==> src/rtl/mux_scan_pkg.sv <==
// Shared types and helpers for the mux scan controller: state encoding,
// channel geometry and enabled-channel search.
package mux_scan_pkg;

  localparam int unsigned NUM_CH = 4;
  localparam int unsigned SEL_W  = 2;

  typedef enum logic [1:0] {
    IDLE,
    SETTLE,
    SAMPLE,
    DONE
  } scan_state_t;

  typedef struct packed {
    logic             found;
    logic [SEL_W-1:0] ch;
  } next_ch_t;

  // Next enabled channel strictly above cur, ascending order.
  function automatic next_ch_t next_enabled(input logic [NUM_CH-1:0] en,
                                            input logic [SEL_W-1:0]  cur);
    next_ch_t r;
    r = '0;
    for (int i = NUM_CH - 1; i >= 0; i--) begin
      if (en[i] && (i > int'(cur))) begin
        r.found = 1'b1;
        r.ch    = SEL_W'(i);
      end
    end
    return r;
  endfunction

  function automatic logic [SEL_W-1:0] lowest_enabled(input logic [NUM_CH-1:0] en);
    logic [SEL_W-1:0] r;
    r = '0;
    for (int i = NUM_CH - 1; i >= 0; i--) begin
      if (en[i]) r = SEL_W'(i);
    end
    return r;
  endfunction

endpackage

==> src/rtl/mux_scan_ctrl_if.sv <==
// Scan request, mux select/sample and frame handshake bundle.
interface mux_scan_ctrl_if;
  import mux_scan_pkg::*;

  logic              start;
  logic [NUM_CH-1:0] ch_en;
  logic              mux_out;
  logic [SEL_W-1:0]  sel;
  logic [NUM_CH-1:0] frame;
  logic              frame_valid;
  logic              frame_ready;
  logic              busy;

  modport master (
    input  start, ch_en, mux_out, frame_ready,
    output sel, frame, frame_valid, busy
  );

  modport slave (
    output start, ch_en, mux_out, frame_ready,
    input  sel, frame, frame_valid, busy
  );

endinterface

==> src/rtl/mux_scan_ctrl_dwell_cnt.sv <==
// Settle-time down-counter: reload on load, counts while en, done_c on the
// last settle cycle.
module scan_dwell_cnt #(
  parameter int unsigned SETTLE_CYC = 2
) (
  input  logic clk,
  input  logic rst,
  input  logic load,
  input  logic en,
  output logic done_c
);

  localparam int unsigned CNT_W = $clog2(SETTLE_CYC + 1);

  logic [CNT_W-1:0] cnt;

  always_ff @(posedge clk) begin
    if (rst) begin
      cnt <= '0;
    end else if (load) begin
      cnt <= CNT_W'(SETTLE_CYC);
    end else if (en && (cnt != '0)) begin
      cnt <= cnt - CNT_W'(1);
    end
  end

  assign done_c = en && (cnt == CNT_W'(1));

endmodule

==> src/rtl/mux_scan_ctrl.sv <==
// Scans enabled channels of the 4:1 mux into a 4-bit frame with valid/ready
// hand-off. Define MUX_SCAN_CONT_EN for continuous back-to-back scanning.
module mux_scan_ctrl
  import mux_scan_pkg::*;
#(
  parameter int unsigned SETTLE_CYC = 2
) (
  input  logic            clk,
  input  logic            rst,
  mux_scan_ctrl_if.master bus
);

  scan_state_t       state, state_d;
  logic [NUM_CH-1:0] en_q, en_q_d;
  logic [SEL_W-1:0]  sel_q, sel_d;
  logic [NUM_CH-1:0] frame_q, frame_d;
  logic              valid_q, valid_d;
  logic              busy_q, busy_d;
  logic              load_c;
  logic              dwell_done_c;
  next_ch_t          nxt_c;

  scan_dwell_cnt #(
    .SETTLE_CYC(SETTLE_CYC)
  ) u_dwell (
    .clk    (clk),
    .rst    (rst),
    .load   (load_c),
    .en     (state == SETTLE),
    .done_c (dwell_done_c)
  );

  always_ff @(posedge clk) begin
    if (rst) begin
      state   <= IDLE;
      en_q    <= '0;
      sel_q   <= '0;
      frame_q <= '0;
      valid_q <= 1'b0;
      busy_q  <= 1'b0;
    end else begin
      state   <= state_d;
      en_q    <= en_q_d;
      sel_q   <= sel_d;
      frame_q <= frame_d;
      valid_q <= valid_d;
      busy_q  <= busy_d;
    end
  end

  // Next-state and next-output values; every output lands in a register.
  always_comb begin
    state_d = state;
    en_q_d  = en_q;
    sel_d   = sel_q;
    frame_d = frame_q;
    valid_d = valid_q;
    busy_d  = busy_q;
    load_c  = 1'b0;
    nxt_c   = next_enabled(en_q, sel_q);

    case (state)
      IDLE: begin
        sel_d = '0;
        if (bus.start && (bus.ch_en != '0)) begin
          en_q_d  = bus.ch_en;
          frame_d = '0;
          sel_d   = lowest_enabled(bus.ch_en);
          load_c  = 1'b1;
          busy_d  = 1'b1;
          state_d = SETTLE;
        end
      end
      SETTLE: begin
        if (dwell_done_c) state_d = SAMPLE;
      end
      SAMPLE: begin
        frame_d[sel_q] = bus.mux_out;
        if (nxt_c.found) begin
          sel_d   = nxt_c.ch;
          load_c  = 1'b1;
          state_d = SETTLE;
        end else begin
          valid_d = 1'b1;
          state_d = DONE;
        end
      end
      DONE: begin
        if (valid_q && bus.frame_ready) begin
          valid_d = 1'b0;
`ifdef MUX_SCAN_CONT_EN
          // Restart on the latched mask without passing through IDLE.
          frame_d = '0;
          sel_d   = lowest_enabled(en_q);
          load_c  = 1'b1;
          state_d = SETTLE;
`else
          sel_d   = '0;
          busy_d  = 1'b0;
          state_d = IDLE;
`endif
        end
      end
      default: state_d = IDLE;
    endcase
  end

  assign bus.sel         = sel_q;
  assign bus.frame       = frame_q;
  assign bus.frame_valid = valid_q;
  assign bus.busy        = busy_q;

endmodule

==> src/flat_wrapper.sv <==
// flat-port wrapper written by rule: the top's interface ports become plain ports
module mux_scan_ctrl_flat import mux_scan_pkg::*;
#(
  parameter int unsigned SETTLE_CYC = 2
)
  (clk, rst, bus_start, bus_ch_en, bus_mux_out, bus_frame_ready, bus_sel, bus_frame, bus_frame_valid, bus_busy);
  mux_scan_ctrl_if bus_i ();
  input  logic clk;
  input  logic rst;
  input wire logic [$bits(bus_i.start)-1:0] bus_start;
  input wire logic [$bits(bus_i.ch_en)-1:0] bus_ch_en;
  input wire logic [$bits(bus_i.mux_out)-1:0] bus_mux_out;
  input wire logic [$bits(bus_i.frame_ready)-1:0] bus_frame_ready;
  output wire logic [$bits(bus_i.sel)-1:0] bus_sel;
  output wire logic [$bits(bus_i.frame)-1:0] bus_frame;
  output wire logic [$bits(bus_i.frame_valid)-1:0] bus_frame_valid;
  output wire logic [$bits(bus_i.busy)-1:0] bus_busy;
  assign bus_i.start = bus_start;
  assign bus_i.ch_en = bus_ch_en;
  assign bus_i.mux_out = bus_mux_out;
  assign bus_i.frame_ready = bus_frame_ready;
  assign bus_sel = bus_i.sel;
  assign bus_frame = bus_i.frame;
  assign bus_frame_valid = bus_i.frame_valid;
  assign bus_busy = bus_i.busy;
  mux_scan_ctrl #(.SETTLE_CYC(SETTLE_CYC)) u_core (.clk(clk), .rst(rst), .bus(bus_i));
endmodule
==> config.mk <==
export PLATFORM = sky130hd
export DESIGN_NAME = mux_scan_ctrl_flat
export DESIGN_NICKNAME = d
export VERILOG_FILES = /design/src/rtl/mux_scan_pkg.sv /design/src/rtl/mux_scan_ctrl_if.sv /design/src/rtl/mux_scan_ctrl_dwell_cnt.sv /design/src/rtl/mux_scan_ctrl.sv /design/src/flat_wrapper.sv
export SDC_FILE = /design/constraint.sdc
export NUM_CORES = 1
export LEC_CHECK = 0
export ABC_AREA = 1
export CELL_PAD_IN_SITES_DETAIL_PLACEMENT = 1
export CELL_PAD_IN_SITES_GLOBAL_PLACEMENT = 2
export CORE_MARGIN = 3
export CORE_UTILIZATION = 27
export CTS_CLUSTER_SIZE = 8
export DETAILED_ROUTE_END_ITERATION = 12
export PLACE_DENSITY = 0.74
export REMOVE_ABC_BUFFERS = 1
export SLEW_MARGIN = 20
export SYNTH_ARGS = -nofsm -noshare
export SYNTH_HDL_FRONTEND = slang
export SYNTH_SLANG_ARGS = --single-unit
==> constraint.sdc <==
create_clock -name clk -period 1.86 [get_ports clk]
set_input_delay 0.372 -clock clk [delete_from_list [all_inputs] [get_ports clk]]
set_output_delay 0.372 -clock clk [all_outputs]
set_load 0.005 [all_outputs]
[Word-level counts from Yosys, hierarchy flattened]
Index checks and enable logic that the tools add are counted.
W data, S select, Z words.
Operators by class
  add/sub/neg operators: 1
  order comparisons: 5
  eq/ne operators: 9
  muxes and demuxes: 30
  reduce and logical (&&, ||, !) cells: 23
Operators by type and width (count)
  $mux W2: 12
  $reduce_and A3 Y1: 4
  $reduce_bool A2 Y1: 5
  $mux W3: 3
  $logic_and A1 B1 Y1: 8
  $ne A2 B1 Y1 const B: 4
  $pmux W2 S4: 1
  $pmux W4 S2: 1
  $mux W1: 6
  $pmux W1 S2: 3
  $pmux W2 S3: 1
  $bwmux W4: 1
  $eq A2 B1 Y1 const B: 2
  $eq A2 B2 Y1 const B: 2
  $gt A2 B2 Y1 const A: 2
  $mux W4: 1
  $reduce_and A2 Y1: 2
  $reduce_bool A4 Y1: 1
  $lt A2 B3 Y1 const B: 1
  $reduce_bool A3 Y1: 1
  $demux W1 S2: 1
  $ge A2 B1 Y1 const B: 1
  $gt A1 B2 Y1 const A: 1
  $logic_not A2 Y1: 1
  other kinds (3): 3
Word-level totals
  flip-flop bits (word level): 16
  bits of input ports: 9
  output and inout port bits: 8

[Depth between registers and ports, before layout]
Gate-level depths: netlist of run 1.
  word-level depth: 8
  depth in mapped cells: 9
  mapped depth without buffers: 9

[Hierarchy]
From an unflattened synthesis of run 1, not the netlist that was laid out.
Second synthesis, totals
  cells, all modules: 127
  area, all modules: 822.0 µm²
Modules (own cells, without submodules)
  mux_scan_ctrl: times used 1, cells each 105, area each 684.4 µm²
  scan_dwell_cnt: times used 1, cells each 22, area each 137.6 µm²

[Least setup slack after synthesis of run 1]
OpenSTA, ideal clock, no wires.
  path type: reg-to-reg
  start point: reg u_core.state[0]
  end point: reg u_core.frame_q[0] (netlist: u_core.bus.frame[0])
  library setup time: 0.113 ns
  arrival: 1.243 ns
  data required time: 1.747 ns
  path slack: 0.504 ns
  stages on the path, launching flop included: 8
  buffers on the path: 0
  period minus slack after synthesis: 1.356 ns
  cell sequence: dfxtp_1 > inv_1 > ha_1 > or2_1 > nand2_2 > inv_1 > nor2_1 > nor2_1
On the way
  cells in the longest elaborated chain, start to end: 3
  elaborated cells between the ends (all ways): 6
  classes of those cells: 2 x eq/ne; 1 x mux; 3 x reduce/logical
RTL lines
  from (decl): line mux_scan_ctrl.sv:13  | scan_state_t state, state_d;
  from (signal assigned): line mux_scan_ctrl.sv:42  | state <= state_d;
  $eq A2 B2 Y1 or $logic_not A2 Y1 (tied branches): line mux_scan_ctrl.sv:62  | case (state)
  $reduce_bool A2 Y1 (no source line) or $ne A2 B1 Y1 (tied branches)
  $reduce_and A2 Y1 (no source line)
  to (signal assigned): line mux_scan_ctrl.sv:45  | frame_q <= frame_d;
  to (decl): line mux_scan_ctrl.sv:16  | logic [NUM_CH-1:0] frame_q, frame_d;
Parallel ways exist; a longest one is shown, timed or not.
A chain may end at the register's enable or synchronous reset.

[Final worst setup path of run 1]
  start point: reg u_core.sel_q[1] (netlist: u_core.bus.sel[1])
  end point: out bus_sel[1]
RTL lines
  from (decl): line mux_scan_ctrl.sv:15  | logic [SEL_W-1:0] sel_q, sel_d;
  from (signal assigned): line mux_scan_ctrl.sv:44  | sel_q <= sel_d;
  to (decl): line flat_wrapper.sv:14  | output wire logic [$bits(bus_i.sel)-1:0] bus_sel;
No word-level cell between the ends.

==> out/qor.log, run 1 <==
INFO  outcome        status=finished, final reports clean
INFO  global_route   first_global_vias=985
INFO  power_and_ir_drop power.share.sequential=0.325
INFO  setup_path     end_kind=output port
INFO  placement      io_buffers=16
INFO  detailed_routing average_via_count_per_standard_cell=4.38
INFO  power_and_ir_drop largest_vdd_supply_drop=0.439mV
INFO  yosys          avgSynthCellArea=6.34µm²
INFO  detailed_routing routed-wl-met2=1.31mm
INFO  final_layout   top_library_cells_by_usage_in_the_layout_fill_and_taps_aside=nand2_1 (38), nor2_1 (25), inv_1 (23)
INFO  yosys          synth.ff_latch_count=15
INFO  yosys          synthesized_cell_area=957µm²
INFO  power_and_ir_drop p_int=0.885mW
INFO  timing         slew_headroom=0.735
INFO  placement      placed_instance_count=211
INFO  floorplanning  placementRows=20
INFO  timing         hold-worst-slack=471ps
INFO  power_and_ir_drop p_sw_frac=0.438
INFO  power_and_ir_drop totalPowerFinal=1.58mW
INFO  power_and_ir_drop power.share.combinational=0.553
INFO  setup_path     crit_buf_inv=1
INFO  setup_path     timing.critical_path.from_type=register
INFO  setup_path     cp_data_required_time=1490ps
INFO  detailed_routing post-route-drc-count=0
INFO  floorplanning  pin_count=17
INFO  hold_path      hold_class=reg -> reg
INFO  floorplanning  initial_util=0.299
INFO  setup_path     path_max_fanout=5
INFO  flow_run       drv.max_cap_violation_count=0
INFO  setup_path     critical_path.slowest_cell=clkdlybuf4s50_1
INFO  final_layout   n_antenna_cell=0
INFO  timing         worst_tran_pin_value=397ps
INFO  yosys          post-synth-top-area-fraction=0.314
INFO  setup_path     worst-r2r-setup-slack=310ps
INFO  timing         finalClockSkew=2.78ps
INFO  global_route   globalRoute.totalOverflow=0
INFO  power_and_ir_drop power_density=1320nW/µm²
INFO  final_layout   filler_cell_count=460
INFO  global_route   antenna_found_initial=0
INFO  clocking       maximum_buffer_depth_of_the_clock_tree=2
INFO  detailed_routing detail_route.wl_per_cell=11.6µm
INFO  final_layout   fin_area=1200µm²
INFO  final_layout   areaGrowthSynthToFinish=25.1%
INFO  global_route   grt_start_max_net_pins=12
INFO  global_route   grt_first_pass_wirelength=4.50mm
INFO  setup_path     largest_delay_share_family_worst_path=buffers and inverters
INFO  setup_path     r2r-start=u_core.state[0]
INFO  detailed_routing met3_length=54µm
INFO  clocking       cts_setup_buffers=0
INFO  hold_path      hold_path.startpoint=u_core.en_q[1]
INFO  detailed_routing routed-via-count=941
INFO  yosys          ys_types=19
INFO  hold_path      hold-path-endpoint=u_core.en_q[1]
INFO  placement      detailed_place.area=1170µm²
INFO  clocking       h-tree-depth=1
INFO  yosys          yosys_warnings=0
INFO  power_and_ir_drop power_frac_clock=0.122
INFO  final_layout   final_layout_size_suffix_gt1_frac=0.0702
INFO  placement      gp_congestion=0.795
INFO  detailed_routing detail_route.wirelength.met1=1.10mm
INFO  setup_path     worstPathArrival=1240ps
INFO  detailed_routing routed_wire_length=2.49mm
INFO  yosys          netlist_top_cells_area=dfxtp_1 (31%), nand2_1 (15%), nor2_1 (9.8%)
INFO  setup_path     r2r-end=u_core.bus.frame[3]
INFO  clocking       clock_tree.root_cell=clkbuf_4
INFO  hold_path      hold-path-cell-count=2
INFO  setup_path     worst-r2r-cell-count=8
INFO  timing         final-hold-violation-count=0
INFO  final_layout   final_stage_net_count=188
INFO  floorplanning  dieArea=4300µm²
INFO  timing         setup-tns-final=0ps
INFO  power_and_ir_drop power_switching=0.690mW
INFO  detailed_routing drt-initial-drc-count=30
INFO  clocking       cts_repair_resize_count=0
INFO  timing         fmax=0.622GHz
INFO  floorplanning  die_y=65.5µm
INFO  final_layout   layout.cells.most_common=nand2_1
INFO  floorplanning  die_w=65.5µm
INFO  timing         final-max-slew-violation-count=0
INFO  global_route   gr-usage-all-layers=0.136
INFO  timing         rsz_0062_raised_after_global_routing=false
INFO  power_and_ir_drop power_leakage=0.564nW
INFO  clocking       cts_tree=done
INFO  detailed_routing dr.pass1.iters=4
INFO  final_layout   final_cells=215
INFO  setup_path     cpPeakStageDelay=540ps
INFO  timing         final-setup-viol-count=0
INFO  clocking       cts_hold_buf=0
INFO  placement      place_hpwl=2.07mm
INFO  timing         final_worst_path_cycle_share=0.865
INFO  yosys          yosys.area.top_type=dfxtp_1
INFO  timing         time_the_worst_path_needs_with_i_o_delays_and_setup=1610ps
INFO  clocking       clock_sink_count=15
INFO  clocking       clk_transition_reported_paths=90ps
INFO  yosys          seq_area_frac_synth=0.314
INFO  detailed_routing top_layer_used=met4
INFO  clocking       cts_inserted_buffers=3
INFO  floorplanning  core_footprint=3200µm²
INFO  setup_path     critical_path_class=reg -> out
INFO  detailed_routing drt.antenna.violating_nets=0
INFO  yosys          netlist_instances=151
INFO  setup_path     cp_cell_sequence=clkdlybuf4s50_1
INFO  clocking       clock_insertion_delay_worst_skew=280ps
logic make-up (layout without fill, tap and decap cells):
family,count (synthesis),count (layout),synth area share
adder cells (fa/ha/maj),7,7,0.0915
AO/OA/AOI/OAI,20,20,0.111
flip-flops,15,15,0.314
AND/OR/NAND/NOR,84,84,0.376
buffers and inverters,25,45,0.107
metrics by stage:
stage	util	setup slack, ps
final	0.374	252
after global routing	0.374	76.6
after CTS	0.374	224
after detailed placement	0.366	124
after global placement	0.366	166
after floorplan	-	436
sequential cells by signal, summed over array words and instances (netlist names):
register / flops
u_core.bus.frame: 4
u_core.en_q: 3
u_core.bus.sel: 2
u_core.state: 2
u_core.u_dwell.cnt: 2
u_core.bus.busy: 1
u_core.bus.frame_valid: 1
layout make-up:
class | count | area, µm² | area share
clock buffer | 4 | 26.3 | 0.0219
inverter | 23 | 86.3 | 0.0721
multi-input combinational | 111 | 554 | 0.463
sequential | 15 | 300 | 0.251
tap | 44 | 55.1 | 0.0460
timing repair buffer | 18 | 175 | 0.146
power groups by stage:
stage / sequential [mW] / clock (mW) / combinational, mW
finish: 0.512 / 0.192 / 0.871
CTS: 0.515 / 0.210 / 0.899
global placement: 0.515 / 0 / 0.873
global route: 0.534 / 0.226 / 1.02
detailed placement: 0.522 / 0 / 0.894
floorplan: 0.514 / 0 / 0.564
synth_stat cells (all sizes together):
| library cell | n |
|---|---|
| o21ai | 9 |
| buf | 2 |
| or2 | 2 |
| nand2 | 42 |
| nor3 | 1 |
| dfxtp | 15 |
| o21bai | 1 |
| nand3 | 13 |
| inv | 23 |
| ha | 7 |
| a21oi | 10 |
| nor2 | 26 |
metal layers:
| metal | vias to the layer above | track usage |
|---|---|---|
| met5 | - | 0 |
| met4 | 0 | 0.0311 |
| met3 | 2 | 0.0359 |
| met2 | 11 | 0.250 |
| met1 | 421 | 0.154 |
| li1 | 507 | - |
worst max path at each step:
| stage | start | end | slack (ps) | depth (start not counted) |
|---|---|---|---|---|
| finish | u_core.bus.sel[1] | bus_sel[1] | 250 | 1 |
| global route | u_core.state[0] | u_core.bus.frame[0] | 80 | 8 |
| CTS | u_core.bus.sel[1] | bus_sel[1] | 220 | 1 |
| detailed placement | bus_ch_en[1] | u_core.state[1] | 120 | 8 |
| global placement | bus_ch_en[2] | u_core.state[1] | 170 | 8 |
| floorplan | u_core.state[0] | u_core.bus.frame[0] | 440 | 8 |
Power figures use the tool's default switching activity.
==> run 2: changes to the inputs <==
--- a/config.mk
+++ b/config.mk
@@ -10,7 +10,7 @@
 export CELL_PAD_IN_SITES_GLOBAL_PLACEMENT = 2
 export CORE_MARGIN = 3
 export CORE_UTILIZATION = 27
-export CTS_CLUSTER_SIZE = 8
+export CTS_CLUSTER_SIZE = 24
 export DETAILED_ROUTE_END_ITERATION = 12
 export PLACE_DENSITY = 0.74
 export REMOVE_ABC_BUFFERS = 1
==> results of run 2 <==
No change in the layout: final DEF, timing and power equal those of run 1.
